### src/rtl/tinytpu_stream_mm.sv
// -----------------------------------------------------------------------------
// tinytpu_stream_mm
// Self-sequenced N x N output-stationary matrix multiplier. Operand matrices
// A and B stream in over LANES-bit serial buses, the array computes C = A x B
// in 3N-2 cycles, and C streams out over a LANES-bit valid/ready bus.
//
// Serial format: flat vector is row-major, element 0 at the LSBs, each element
// LSB first; beat k carries flat bits [k*LANES +: LANES].
//
// Ports:
//   clk        in   system clock, rising edge
//   rst        in   asynchronous active-low reset
//   data_in_x  in   A-matrix serial beat (LANES bits)
//   data_in_y  in   B-matrix serial beat (LANES bits)
//   load_en    in   beat-valid for data_in_x/data_in_y
//   start      in   request computation (needs loaded=1)
//   data_out_z out  C-matrix serial beat (LANES bits), zero when not valid
//   out_valid  out  data_out_z holds a valid beat
//   out_ready  in   consumer accepts beat
//   busy       out  high while computing or draining
//   loaded     out  both operand buffers complete
//   done       out  one-cycle pulse after the last output beat is accepted
//
// Optional feature macro: TINYTPU_SIGNED_EN
//   defined   -> operands are two's complement, products sign-extended
//   undefined -> operands are unsigned, products zero-extended
// -----------------------------------------------------------------------------
module tinytpu_stream_mm #(
  parameter int unsigned D_W   = 8,
  parameter int unsigned N     = 2,
  parameter int unsigned LANES = 2,
  parameter int unsigned ACC_W = 20
) (
  input  logic             clk,
  input  logic             rst,
  input  logic [LANES-1:0] data_in_x,
  input  logic [LANES-1:0] data_in_y,
  input  logic             load_en,
  input  logic             start,
  output logic [LANES-1:0] data_out_z,
  output logic             out_valid,
  input  logic             out_ready,
  output logic             busy,
  output logic             loaded,
  output logic             done
);

  localparam int unsigned NUM_PE    = N * N;
  localparam int unsigned IN_BITS   = NUM_PE * D_W;
  localparam int unsigned OUT_BITS  = NUM_PE * ACC_W;
  localparam int unsigned IN_BEATS  = IN_BITS / LANES;
  localparam int unsigned OUT_BEATS = OUT_BITS / LANES;
  localparam int unsigned PROD_W    = 2 * D_W;
  localparam int unsigned LC_W      = $clog2(IN_BEATS + 1);
  localparam int unsigned OI_W      = $clog2(OUT_BEATS + 1);
  localparam int unsigned T_W       = $clog2(3 * N - 1);
  localparam int unsigned T_LAST    = 3 * N - 3;

  // Elaboration-time parameter sanity checks
  if ((IN_BITS % LANES) != 0) begin : g_bad_in_lanes
    $error("LANES must divide N*N*D_W");
  end
  if ((OUT_BITS % LANES) != 0) begin : g_bad_out_lanes
    $error("LANES must divide N*N*ACC_W");
  end
  if (ACC_W < PROD_W + $clog2(N)) begin : g_bad_acc_w
    $error("ACC_W too narrow for the accumulation");
  end

  typedef enum logic [1:0] {
    IDLE    = 2'd0,
    COMPUTE = 2'd1,
    DRAIN   = 2'd2
  } state_t;

  state_t              state;
  logic [LC_W-1:0]     load_cnt;
  logic [IN_BITS-1:0]  buf_x;
  logic [IN_BITS-1:0]  buf_y;
  logic [T_W-1:0]      t_cnt;
  logic [OI_W-1:0]     out_idx;
  logic [ACC_W-1:0]    acc     [NUM_PE];
  logic [ACC_W-1:0]    acc_nxt [NUM_PE];
  logic [OUT_BITS-1:0] c_flat;
  logic [OI_W-1:0]     out_idx_inc;

  // Single element product, extended to the accumulator width
  function automatic logic [ACC_W-1:0] mac_prod(input logic [D_W-1:0] a,
                                                input logic [D_W-1:0] b);
`ifdef TINYTPU_SIGNED_EN
    logic signed [PROD_W-1:0] p;
    p = PROD_W'($signed(a)) * PROD_W'($signed(b));
`else
    logic [PROD_W-1:0] p;
    p = PROD_W'(a) * PROD_W'(b);
`endif
    return ACC_W'(p);
  endfunction

  // Output-stationary array: PE(i,j) consumes k = t-i-j when 0 <= k < N
  always_comb begin
    for (int p = 0; p < int'(NUM_PE); p++) begin
      acc_nxt[p] = acc[p];
    end
    if (state == COMPUTE) begin
      for (int i = 0; i < int'(N); i++) begin
        for (int j = 0; j < int'(N); j++) begin
          for (int k = 0; k < int'(N); k++) begin
            if (int'(t_cnt) == i + j + k) begin
              acc_nxt[i*int'(N)+j] = acc[i*int'(N)+j]
                + mac_prod(buf_x[(i*int'(N)+k)*int'(D_W) +: D_W],
                           buf_y[(k*int'(N)+j)*int'(D_W) +: D_W]);
            end
          end
        end
      end
    end
  end

  // Flattened result; uses acc_nxt so the final compute cycle feeds beat 0
  always_comb begin
    c_flat = '0;
    for (int p = 0; p < int'(NUM_PE); p++) begin
      c_flat[p*int'(ACC_W) +: ACC_W] = acc_nxt[p];
    end
  end

  assign out_idx_inc = out_idx + OI_W'(1);

  // Sequencer: load in IDLE, 3N-2 compute cycles, then handshake-driven drain
  always_ff @(posedge clk or negedge rst) begin
    if (!rst) begin
      state      <= IDLE;
      load_cnt   <= '0;
      buf_x      <= '0;
      buf_y      <= '0;
      t_cnt      <= '0;
      out_idx    <= '0;
      data_out_z <= '0;
      out_valid  <= 1'b0;
      busy       <= 1'b0;
      loaded     <= 1'b0;
      done       <= 1'b0;
      for (int p = 0; p < int'(NUM_PE); p++) begin
        acc[p] <= '0;
      end
    end else begin
      done <= 1'b0;
      case (state)
        IDLE: begin
          // A final beat takes priority; loaded is still 0 so start is ignored
          if (load_en && !loaded) begin
            buf_x[load_cnt*LANES +: LANES] <= data_in_x;
            buf_y[load_cnt*LANES +: LANES] <= data_in_y;
            load_cnt <= load_cnt + LC_W'(1);
            if (load_cnt == LC_W'(IN_BEATS - 1)) begin
              loaded <= 1'b1;
            end
          end else if (start && loaded) begin
            state <= COMPUTE;
            busy  <= 1'b1;
            t_cnt <= '0;
            for (int p = 0; p < int'(NUM_PE); p++) begin
              acc[p] <= '0;
            end
          end
        end

        COMPUTE: begin
          for (int p = 0; p < int'(NUM_PE); p++) begin
            acc[p] <= acc_nxt[p];
          end
          t_cnt <= t_cnt + T_W'(1);
          if (t_cnt == T_W'(T_LAST)) begin
            state      <= DRAIN;
            out_valid  <= 1'b1;
            out_idx    <= '0;
            data_out_z <= c_flat[0 +: LANES];
          end
        end

        DRAIN: begin
          if (out_ready) begin
            if (out_idx == OI_W'(OUT_BEATS - 1)) begin
              state      <= IDLE;
              out_valid  <= 1'b0;
              data_out_z <= '0;
              busy       <= 1'b0;
              loaded     <= 1'b0;
              load_cnt   <= '0;
              done       <= 1'b1;
            end else begin
              out_idx    <= out_idx_inc;
              data_out_z <= c_flat[out_idx_inc*LANES +: LANES];
            end
          end
        end

        default: begin
          state <= IDLE;
        end
      endcase
    end
  end

endmodule

### config.mk
export PLATFORM = sky130hd
export DESIGN_NAME = tinytpu_stream_mm
export DESIGN_NICKNAME = d
export VERILOG_FILES = /design/src/rtl/tinytpu_stream_mm.sv
export SDC_FILE = /design/constraint.sdc
export NUM_CORES = 2
export LEC_CHECK = 0
export BUFFER_PORTS_ARGS = -buffer_cell sky130_fd_sc_hd__buf_4
export CORE_MARGIN = 1
export CORE_UTILIZATION = 46
export CTS_CLUSTER_DIAMETER = 80
export DETAILED_ROUTE_END_ITERATION = 10
export PLACE_DENSITY_LB_ADDON = 0.3
export SLEW_MARGIN = 15
export SYNTH_ARGS = -nofsm -noshare
export SYNTH_HDL_FRONTEND = slang
export SYNTH_SLANG_ARGS = --single-unit
### constraint.sdc
create_clock -name clk -period 7.53 [get_ports clk]
set_input_delay 0.3765 -clock clk [delete_from_list [all_inputs] [get_ports clk]]
set_output_delay 0.3765 -clock clk [all_outputs]
set_load 0.01 [all_outputs]
==> results.json <==
{
  "yosysSeqAreaShare_pct": 13.0,
  "top_layer": "met5",
  "io_pins": 15,
  "period_minus_slack_ns": 6.50,
  "synth-edff-count": 0,
  "via_per_inst": 5.77,
  "synth_nets": 4634,
  "num_rows": 96,
  "min_path_type": "in2reg",
  "crit_required_ns": 7.87,
  "clk_pin_slew_ns": 0.07,
  "layout_common_cells": "791 x inv_1, 485 x nand2_1, 400 x fa_1",
  "vias": 27400,
  "max_slew_margin_pct": 17.7,
  "root_buffer": "clkbuf_16",
  "die_area_mm2": 0.0704,
  "worst_path_most_repeated_cell": "fa_1",
  "cts_tree": "built",
  "cp_slowest_stage_delay_ns": 0.77,
  "syn_area_per_cell_um2": 8.21,
  "grt_max_degree": 80,
  "final-setup-viol-count": 0,
  "crit_type": "reg2reg",
  "critical_path_buf_inv_count": 3,
  "place.gp.congestion": 1.00,
  "cts_setup_buffers": 0,
  "cts_sinks": 166,
  "start_util_pct": 46.5,
  "cts_buffers": 17,
  "drive_above_1_share_pct": 4.83,
  "power.density_mw_per_mm2": 227,
  "antenna_found_initial": 3,
  "ys_ff_latch": 166,
  "fin_crit_sh_pct": 86.3,
  "cp_cell_sequence": "nand2_1 > fa_1 > inv_1 > fa_1 > inv_1 > fa_1 > fa_1 > inv_1 > ha_1 > a2111oi_0 > o21ai_1 > a31oi_1 > o31ai_1 > a21oi_1 > nor4b_1 > a41oi_1 > mux2i_1 > a211oi_1 > o211ai_1",
  "synth_warnings": 0,
  "syn_area_mm2": 0.0319,
  "nFillCells": 6706,
  "synth_cell_types": 90,
  "rsz0062_at_grt": "no",
  "post_drt_wl_per_cell_um": 22.0,
  "p_leak_nw": 17.3,
  "clk_path_buf_depth": 2,
  "wl_met1_um": 43700,
  "ctsHoldBuffers": 1,
  "routed_wl_um": 104000,
  "slew_violations": 0,
  "ant_nets": 0,
  "timing.final.hold_violations": 0,
  "tns_ns": 0,
  "firstDrtPassIters": 8,
  "mostFrequentLayoutCell": "inv_1",
  "start_kind": "register",
  "wl_met3_um": 9850,
  "grt_pass1_wl_um": 161000,
  "path_delay_family": "compound AO/OA/AOI/OAI gates",
  "route.detailed.drc": 0,
  "dpl.hpwl_um": 83800,
  "arrival_ns": 6.84,
  "ir_drop_mv": 0.185,
  "grt_remaining_overflow": 0,
  "clk_latency_ns": 0.50,
  "fp.dieH_um": 265,
  "clock.fmax_mhz": 154,
  "fin_nets": 4545,
  "async_flop_share_pct": 100,
  "status": "finished, final reports clean",
  "hold_slack_ns": 0.195,
  "fin_ws_ns": 1.03,
  "grt_pass1_vias": 26600,
  "clock-skew-final_ns": 0.0167,
  "io_buffers": 14,
  "tightest_slew_ns": 1.22,
  "place_ws_ns": 1.18,
  "worst_path_max_delay_cell": "dfrtp_1",
  "area_growth_pct": 4.88,
  "gr-usage-all-layers_pct": 30.3,
  "drv_cap": 0,
  "fp.dieW_um": 265,
  "drtIter0Drc": 2963,
  "htreeDepth": 4,
  "cts_resized": 0,
  "synthCells": 3887,
  "ys.flop_type": "dfrtp_1",
  "critPathMaxFanout": 17,
  "core_area_mm2": 0.0686,
  "met2_length_um": 46300,
  "end_kind": "register"
}
-- flip-flops by register name (all words and copies together) (netlist names), 2 cells and up --
name / cells
acc: 80
buf_y: 32
data_out_z: 2
state: 2
out_idx: 6
t_cnt: 3
load_cnt: 5
buf_x: 32
-- cell type report --
| class | count | area [µm²] | area share [%] |
|---|---|---|---|
| Multi-Input combinational cell | 2765 | 24200 | 72.3 |
| Sequential cell | 166 | 4160 | 12.4 |
| Inverter | 793 | 2980 | 8.89 |
| Tap cell | 931 | 1160 | 3.48 |
| Clock buffer | 19 | 433 | 1.29 |
| Timing Repair Buffer | 55 | 422 | 1.26 |
| Clock inverter | 11 | 104 | 0.310 |
| Antenna cell | 2 | 5.00 | 0.0150 |
-- power breakdown --
| group | switching, mW | leakage [nW] | internal (mW) |
|---|---|---|---|
| Combinational | 3.29 | 14.8 | 1.64 |
| Sequential | 0.669 | 2.23 | 1.11 |
| Clock | 0.438 | 0.259 | 0.452 |
| Total | 4.40 | 17.3 | 3.21 |
-- synth_stat cells, types with 36 or more instances --
| library cell | number | area share [%] |
|---|---|---|
| inv_1 | 791 | 9.3 |
| nand2_1 | 486 | 5.7 |
| fa_1 | 400 | 25 |
| ha_1 | 338 | 13 |
| and2_1 | 256 | 5.0 |
| nor2_1 | 170 | 2.0 |
| dfrtp_1 | 166 | 13 |
| o21ai_0 | 153 | 2.4 |
| a21oi_1 | 150 | 2.4 |
| clkbuf_1 | 128 | 1.5 |
| mux2_2 | 60 | 2.1 |
| a211oi_1 | 49 | 1.2 |
| nor3_1 | 48 | 0.75 |
| a21o_1 | 47 | 1.1 |
| nand3_1 | 43 | 0.67 |
| xor2_1 | 37 | 1.0 |
| and3_1 | 36 | 0.71 |
-- logic make-up (layout without fill, tap and decap cells) --
group | after synthesis | in the layout | synth area share [%]
flip-flops | 166 | 166 | 13.0
AO/OA/AOI/OAI | 716 | 716 | 15.2
multiplexers | 82 | 82 | 2.81
other | 0 | 2 | 0
buffers and inverters | 956 | 878 | 11.3
adder cells (fa/ha/maj) | 738 | 738 | 38.3
AND/OR/NAND/NOR | 1163 | 1163 | 17.5
XOR/XNOR | 66 | 66 | 1.81
-- metal layers --
| layer | global-route usage (%) | vias up |
|---|---|---|
| li1 | - | 12400 |
| met1 | 41.2 | 13600 |
| met2 | 46.5 | 1189 |
| met3 | 6.85 | 188 |
| met4 | 12.1 | 2 |
| met5 | 0 | - |
-- through the flow --
| stage | util, % | cell area, µm² | instances | total power, mW |
|---|---|---|---|---|
| floorplan | - | 31900 | 3887 | 4.79 |
| global placement | 48.0 | 32900 | 4709 | 6.53 |
| detailed placement | 48.0 | 32900 | 4709 | 6.57 |
| CTS | 48.8 | 33500 | 4740 | 7.49 |
| global route | 48.8 | 33500 | 4740 | 8.15 |
| finish | 48.8 | 33500 | 4742 | 7.60 |
-- path summary, 6_finish.rpt --
path                               from  cells past startpoint             to  slack (ns)
setup / recovery              buf_x[23]                     19  data_out_z[1]        1.03
hold / removal             data_in_x[1]                      3       buf_x[1]        0.19
setup reg to reg              buf_x[23]                     19  data_out_z[1]        1.03
hold reg to reg                  acc[2]                      2         acc[2]        0.48
max in group asynchronous           rst                      3        acc[15]        5.73
min in group asynchronous           rst                      2        acc[68]        0.36
-- tightest hold or removal path, cell delays in order --
cell and delay [ns]:
buf_4 0.15, nand2_1 0.06, o21ai_0 0.06
Note: power is estimated with default switching activity, not from simulation.
